### config.mk
export PLATFORM = sky130hd
export DESIGN_NAME = skinny_sbox_layer_ctrl
export DESIGN_NICKNAME = d
export VERILOG_FILES = /design/src/rtl/skinny_sbox_layer_ctrl.sv
export SDC_FILE = /design/constraint.sdc
export NUM_CORES = 1
export LEC_CHECK = 0
export ABC_AREA = 1
export BUFFER_PORTS_ARGS = -buffer_cell sky130_fd_sc_hd__buf_4
export CORE_AREA = 3 3 219 221
export CTS_CLUSTER_DIAMETER = 120
export CTS_CLUSTER_SIZE = 30
export DETAILED_ROUTE_END_ITERATION = 12
export DIE_AREA = 0 0 222 224
export MAX_ROUTING_LAYER = met4
export PLACE_DENSITY = 0.61
export SLEW_MARGIN = 5
export SYNTH_ARGS = -nofsm -noshare
export SYNTH_HDL_FRONTEND = slang
export SYNTH_SLANG_ARGS = --single-unit
### constraint.sdc
create_clock -name clk -period 3.85 [get_ports clk]
set_input_delay 1.155 -clock clk [delete_from_list [all_inputs] [get_ports clk]]
set_output_delay 1.155 -clock clk [all_outputs]
set_load 0.05 [all_outputs]
### src/rtl/skinny_sbox_layer_ctrl.sv
`default_nettype none
// ============================================================================
// skinny_sbox_layer_ctrl : runs masked SKINNY SubCells through one shared
//                          two-share S-box, one byte at a time.
// Revision: 1.0
// ============================================================================
module skinny_sbox_layer_ctrl #(
  parameter int LAT = 12,
  parameter int NB  = 16
) (
  input  logic            clk,
  input  logic            rst_n,
  input  logic            start_i,
  input  logic [8*NB-1:0] st0_i,
  input  logic [8*NB-1:0] st1_i,
  input  logic [7:0]      rnd_i,
  input  logic            rnd_valid_i,
  output logic            rnd_ready_o,
  output logic [7:0]      sb_in0_o,
  output logic [7:0]      sb_in1_o,
  output logic [7:0]      sb_r_o,
  input  logic [7:0]      sb_out0_i,
  input  logic [7:0]      sb_out1_i,
  output logic [8*NB-1:0] st0_o,
  output logic [8*NB-1:0] st1_o,
  output logic            busy_o,
  output logic            done_o
);

  localparam int IDX_W = (NB > 1) ? $clog2(NB) : 1;
  localparam int CNT_W = (LAT > 1) ? $clog2(LAT) : 1;
  localparam logic [IDX_W-1:0] IDX_LAST = IDX_W'(NB - 1);
  localparam logic [CNT_W-1:0] CNT_LAST = CNT_W'(LAT - 1);

  localparam logic [2:0] S_IDLE  = 3'd0;
  localparam logic [2:0] S_FETCH = 3'd1;
  localparam logic [2:0] S_HOLD  = 3'd2;
  localparam logic [2:0] S_WRITE = 3'd3;
  localparam logic [2:0] S_DONE  = 3'd4;

  logic [2:0]      state_q, state_d;
  logic [IDX_W-1:0] idx_q, idx_d;
  logic [CNT_W-1:0] cnt_q, cnt_d;
  logic [8*NB-1:0] st0_q, st0_d;
  logic [8*NB-1:0] st1_q, st1_d;
  logic [7:0]      sb_in0_q, sb_in0_d;
  logic [7:0]      sb_in1_q, sb_in1_d;
  logic [7:0]      sb_r_q, sb_r_d;

  always_comb begin
    state_d  = state_q;
    idx_d    = idx_q;
    cnt_d    = cnt_q;
    st0_d    = st0_q;
    st1_d    = st1_q;
    sb_in0_d = sb_in0_q;
    sb_in1_d = sb_in1_q;
    sb_r_d   = sb_r_q;
    case (state_q)
      S_IDLE: begin
        if (start_i) begin
          st0_d   = st0_i;
          st1_d   = st1_i;
          idx_d   = '0;
          state_d = S_FETCH;
        end
      end
      S_FETCH: begin
        // S-box operands and fresh mask are captured together so they stay aligned
        if (rnd_valid_i) begin
          sb_r_d   = rnd_i;
          sb_in0_d = st0_q[{idx_q, 3'b000} +: 8];
          sb_in1_d = st1_q[{idx_q, 3'b000} +: 8];
          cnt_d    = '0;
          state_d  = S_HOLD;
        end
      end
      S_HOLD: begin
        cnt_d = cnt_q + 1'b1;
        if (cnt_q == CNT_LAST) begin
          state_d = S_WRITE;
        end
      end
      S_WRITE: begin
        st0_d[{idx_q, 3'b000} +: 8] = sb_out0_i;
        st1_d[{idx_q, 3'b000} +: 8] = sb_out1_i;
        if (idx_q == IDX_LAST) begin
          state_d = S_DONE;
        end else begin
          idx_d   = idx_q + 1'b1;
          state_d = S_FETCH;
        end
      end
      S_DONE: begin
        state_d = S_IDLE;
      end
      default: begin
        state_d = S_IDLE;
      end
    endcase
  end

  always_ff @(posedge clk or negedge rst_n) begin
    if (!rst_n) begin
      state_q  <= S_IDLE;
      idx_q    <= '0;
      cnt_q    <= '0;
      st0_q    <= '0;
      st1_q    <= '0;
      sb_in0_q <= '0;
      sb_in1_q <= '0;
      sb_r_q   <= '0;
    end else begin
      state_q  <= state_d;
      idx_q    <= idx_d;
      cnt_q    <= cnt_d;
      st0_q    <= st0_d;
      st1_q    <= st1_d;
      sb_in0_q <= sb_in0_d;
      sb_in1_q <= sb_in1_d;
      sb_r_q   <= sb_r_d;
    end
  end

  assign rnd_ready_o = (state_q == S_FETCH);
  assign busy_o      = (state_q != S_IDLE);
  assign done_o      = (state_q == S_DONE);
  assign sb_in0_o    = sb_in0_q;
  assign sb_in1_o    = sb_in1_q;
  assign sb_r_o      = sb_r_q;
  assign st0_o       = st0_q;
  assign st1_o       = st1_q;

endmodule
`default_nettype wire

==> impl_summary.md <==
Status
The flow ran to the end, and the final reports show no timing, DRC or antenna violations.

Global route
The initial antenna violation count is 1. Entering global routing, the biggest net connects 182 pins. The total routing resource utilization after global routing is 0.394.

The number of global-route vias before repair is 20,500. The total overflow left after global routing is 0. The first global-routing pass estimated 141 mm of wire.

Clock network
Post-CTS timing repair inserted 0 buffers for setup. Clock latency on the worst-skew pair, taken at its later pin, is 0.54 ns. Counting every sink on the clock net gives 291. Counting along the longest clock path gives a buffer depth of 3.

The number of gates resized after cts is 0. For this design, the CTS-stage hold fixing added 0 buffers. The clock tree from TritonCTS is done.

In this run the number of H-tree levels came out at 1. Clock tree synthesis inserted a total of 14 buffers. The buffer type at the clock tree root is sky130_fd_sc_hd__clkbuf_16. The clock input transition at the sequential cells of the worst setup and hold paths is 0.14 ns.

Placed design
The routability-driven placement congestion ratio is 0.995. In this run the cell area measured after placement is 22,700 sq um. After legalization and detailed placement, the total HPWL measured 77.9 mm. In this run, placement finished with an instance count of 3,802. The number of input and output port buffers inserted is 566.

Worst setup path
The worst setup path is captured at a flip-flop. For the worst flop-to-flop path, the logic depth is 9. The critical path class is flip-flop to flip-flop. Traced cell by cell, the critical path runs through buf_4 -> nand2_1 -> nand2_2 -> inv_2 -> nor2_4 -> nand3_2 -> nand2_2 -> nand2_1 -> nand2_1.

Across all register-to-register paths, the minimum setup slack is 0.57 ns. Of all nets on the critical path, the largest fanout is 21. Grouping stages by cell kind, the critical path spends the most delay in simple AND/OR/NAND/NOR gates. The number of buffers and inverters on the critical path is 2. The data required time at the worst endpoint is 4.32 ns. In this run the critical register-to-register path is captured at st0_o[109]$_DFFE_PN0P_. In this design, the stage delay of the slowest critical-path cell is 0.65 ns. STA classifies the critical path startpoint as a flip-flop.

The arrival time at the worst endpoint is 3.75 ns. The critical path's slowest cell is sky130_fd_sc_hd__dfrtp_1. In this run the critical register-to-register path is launched from idx_q[2]$_DFFE_PN0P_.

Counting stages on the worst path, the most repeated cell is sky130_fd_sc_hd__nand2_1.

Timing
In the final timing run, aggregate negative setup slack is 0 ns. The count of endpoints failing hold in the final timing report is 0. The tightest slew margin relative to the limit is 0.459. The number of failing setup endpoints in the final timing report is 0. The final critical-path share of the clock period is 0.853. Derived from the worst setup path, the maximum achievable clock frequency is 0.304 GHz.

Setup repair after global routing left no endpoint under its margin. The final max-slew violation count is 0. For the pin with the worst max-slew slack, the measured transition is 0.810 ns.

Clock skew on the completed layout was measured at 0.0324 ns. For the finished layout, the period the worst path requires is 3.28 ns.

Routing
Across all layers, the routed design uses 21,700 vias. The detail route stage leaves a number of antenna-violating nets equal to 0. The post-detailed-route wirelength per cell is 26.1 um.

The pre-antenna-repair detailed-routing pass consisted of 7 iterations. The final layout contains routed wiring with a total length of 99.7 mm. Using the TritonRoute via totals, the vias-per-cell ratio works out to 5.67. For this run, design rule violations remaining after detail routing come to 0. The number of DRC markers in iteration 0 is 3,276.

Synthesis
The count of yosys warnings during synthesis is 0. After technology mapping, the gate count stands at 2,782. The combined area of all synthesized cells is 18,200 sq um.

After synthesis, the cell types taking the most area are sky130_fd_sc_hd__dfrtp_1 (40%), sky130_fd_sc_hd__nand2_1 (22%), sky130_fd_sc_hd__nand3_1 (15%). The area share of the largest cell type after synthesis is 0.400. The sequential-to-total area share from yosys stat is 0.400.

After synthesis the netlist holds a flip-flop and latch count of 291. The mean post-synth cell area is 6.55 sq um. The number of nets produced by synthesis is 3,071.

The unique cell type count in the Yosys netlist is 34. Summed over all instances, the cell type with the most area after synthesis is sky130_fd_sc_hd__dfrtp_1.

Finish
The fraction of final layout cells sized beyond drive strength 1 is 0.210. Compared with the post-synthesis result, the final layout area differs by 27.3%. Measured on the finished design, the core utilization comes to 0.500. The net count of the finished layout is 3,500. The count of non-filler cells in the finished layout is 3,825. The final design area excluding fillers is 23,200 sq um.

Floorplan
The region available for standard cell placement spans 46,400 sq um. The x dimension of the die is 222 um. The floorplan has 79 rows. The effective utilization at floorplan is 0.393. The I/O pin count is 567. The height of the die is 224 um.

The die footprint is 49,700 sq um.

Worst hold path
Counting instances, the worst hold path has a depth of 2. The startpoint identified for the worst hold timing path is sb_in0_o[0]$_DFFE_PN0P_. The tightest min-delay check is of the flip-flop to flip-flop type. The path with the worst hold slack has its endpoint at sb_in0_o[0]$_DFFE_PN0P_.

Power
Of the total power, the share spent switching nets is 0.618. The overall power is 24.5 mW. The portion of total power attributed to combinational logic is 0.664. IR analysis of the VDD net gives a maximum drop of 0.000603 V. The internal portion of the total power is 9.35 mW. The power density over the cells is 1060 nW/um^2. Of the total power, the clock network draws 0.079. In this run the power spent charging and discharging nets is 15.1 mW. Of the total power, registers draw 0.256. The static power due to leakage is 12.6 nW.

Run
The number of maximum-capacitance violations is 0.
-- Yosys cell counts --
cell type and count:
sky130_fd_sc_hd__nand2_1 1054, sky130_fd_sc_hd__nor2_2 3, sky130_fd_sc_hd__inv_2 6, sky130_fd_sc_hd__buf_2 60, sky130_fd_sc_hd__inv_4 2, sky130_fd_sc_hd__nand3_2 6
sky130_fd_sc_hd__nand3_1 550, sky130_fd_sc_hd__nand2_4 2, sky130_fd_sc_hd__xor2_1 1, sky130_fd_sc_hd__buf_6 3, sky130_fd_sc_hd__a21oi_1 14, sky130_fd_sc_hd__buf_8 1
sky130_fd_sc_hd__nand3_4 6, sky130_fd_sc_hd__a21oi_4 1, sky130_fd_sc_hd__o21ai_1 14, sky130_fd_sc_hd__o32ai_1 1, sky130_fd_sc_hd__clkbuf_1 77, sky130_fd_sc_hd__or2_2 2
sky130_fd_sc_hd__dfrtp_1 291, sky130_fd_sc_hd__buf_1 33, sky130_fd_sc_hd__o22ai_1 3, sky130_fd_sc_hd__nor3_1 43, sky130_fd_sc_hd__nor2_8 2, sky130_fd_sc_hd__inv_1 239
sky130_fd_sc_hd__nor2_4 8, sky130_fd_sc_hd__clkinv_1 2, sky130_fd_sc_hd__o211ai_1 13, sky130_fd_sc_hd__nand2_2 13, sky130_fd_sc_hd__nand4_1 11, sky130_fd_sc_hd__nand3b_1 17
sky130_fd_sc_hd__o21ai_0 128, sky130_fd_sc_hd__buf_4 12, sky130_fd_sc_hd__ha_1 5, sky130_fd_sc_hd__nor2_1 159
-- cell type report --
cell class                      instances  area [sq um]
Antenna cell                            1          2.50
Clock buffer                           19           410
Clock inverter                          3          41.3
Fill cell                            4825         23200
Inverter                              249           941
Multi-Input combinational cell       2056          9160
Sequential cell                       291          7290
Tap cell                              607           759
Timing Repair Buffer                  599          4580
-- placed cells by master (no fill, tap or decap), drive strengths merged, types with 15 or more instances in the layout --
| cell | instances |
|---|---|
| dfrtp | 291 |
| o21ai | 142 |
| buf | 599 |
| nor2 | 172 |
| clkbuf | 19 |
| nand3b | 17 |
| a21oi | 15 |
| inv | 248 |
| nand3 | 562 |
| nand2 | 1069 |
| nor3 | 43 |
-- worst min-delay path, delay by kind of cell (launching register included) --
kind / cells / cell delay (ns)
AND/OR/NAND/NOR: 2 / 0.11
flip-flops: 1 / 0.36
-- cell families (layout without fill, tap and decap cells) --
group / count (synthesis) / count (layout) / share of synthesized area
AOI/OAI and AO/OA: 174 / 174 / 0.0506
xor gates and xnor gates: 1 / 1 / 0.000481
adders and majority gates: 5 / 5 / 0.00343
buffers and inverters: 435 / 870 / 0.0984
DFF: 291 / 291 / 0.400
other: 0 / 1 / 0
and+or+nand+nor: 1876 / 1876 / 0.447
-- power by group through the flow --
stage	logic [mW]	clock network (mW)	registers, mW
5_1_grt	17.1	2.05	6.33
3_5_place_dp	15.9	0	6.25
6_report	16.3	1.94	6.28
4_1_cts	16.0	1.95	6.19
2_1_floorplan	6.06	0	9.94
3_3_place_gp	15.8	0	6.23
-- sequential cells by signal, indices dropped and copies added, names as in the netlist --
name      flops
st1_o       128
sb_in1_o      8
cnt_q         4
state_q       3
sb_r_o        8
idx_q         4
st0_o       128
sb_in0_o      8
-- how the worst max path moves through the flow --
stage | start | endpoint | slack (ns) | depth (start not counted)
6_report | idx_q[2]$_DFFE_PN0P_ | st0_o[109]$_DFFE_PN0P_ | 0.57 | 9
3_5_place_dp | idx_q[2]$_DFFE_PN0P_ | st1_o[107]$_DFFE_PN0P_ | 0.74 | 9
2_1_floorplan | state_q[1]$_DFFE_PN0P_ | rnd_ready_o | 1.10 | 1
4_1_cts | idx_q[2]$_DFFE_PN0P_ | st1_o[107]$_DFFE_PN0P_ | 0.69 | 9
5_1_grt | idx_q[2]$_DFFE_PN0P_ | st0_o[104]$_DFFE_PN0P_ | 0.41 | 9
3_3_place_gp | idx_q[2]$_DFFE_PN0P_ | st1_o[105]$_DFFE_PN0P_ | 0.86 | 9
-- per-stage QoR --
stage	hold slack [ns]	setup WS, ns
2_1_floorplan	0.471	1.10
3_3_place_gp	0.463	0.864
3_5_place_dp	0.467	0.743
4_1_cts	0.496	0.690
5_1_grt	0.521	0.413
6_report	0.495	0.565
-- per-layer routing --
| metal | track usage | vias to the layer above | wire (um) | part of all wire |
|---|---|---|---|---|
| met5 | - | - | 0 | 0 |
| met4 | 0.163 | 0 | 5110 | 0.051 |
| met3 | 0.0687 | 216 | 10200 | 0.10 |
| met2 | 0.587 | 1420 | 43900 | 0.44 |
| met1 | 0.533 | 10400 | 40400 | 0.41 |
| li1 | - | 9680 | - | - |
Power figures use the tool's default switching activity.
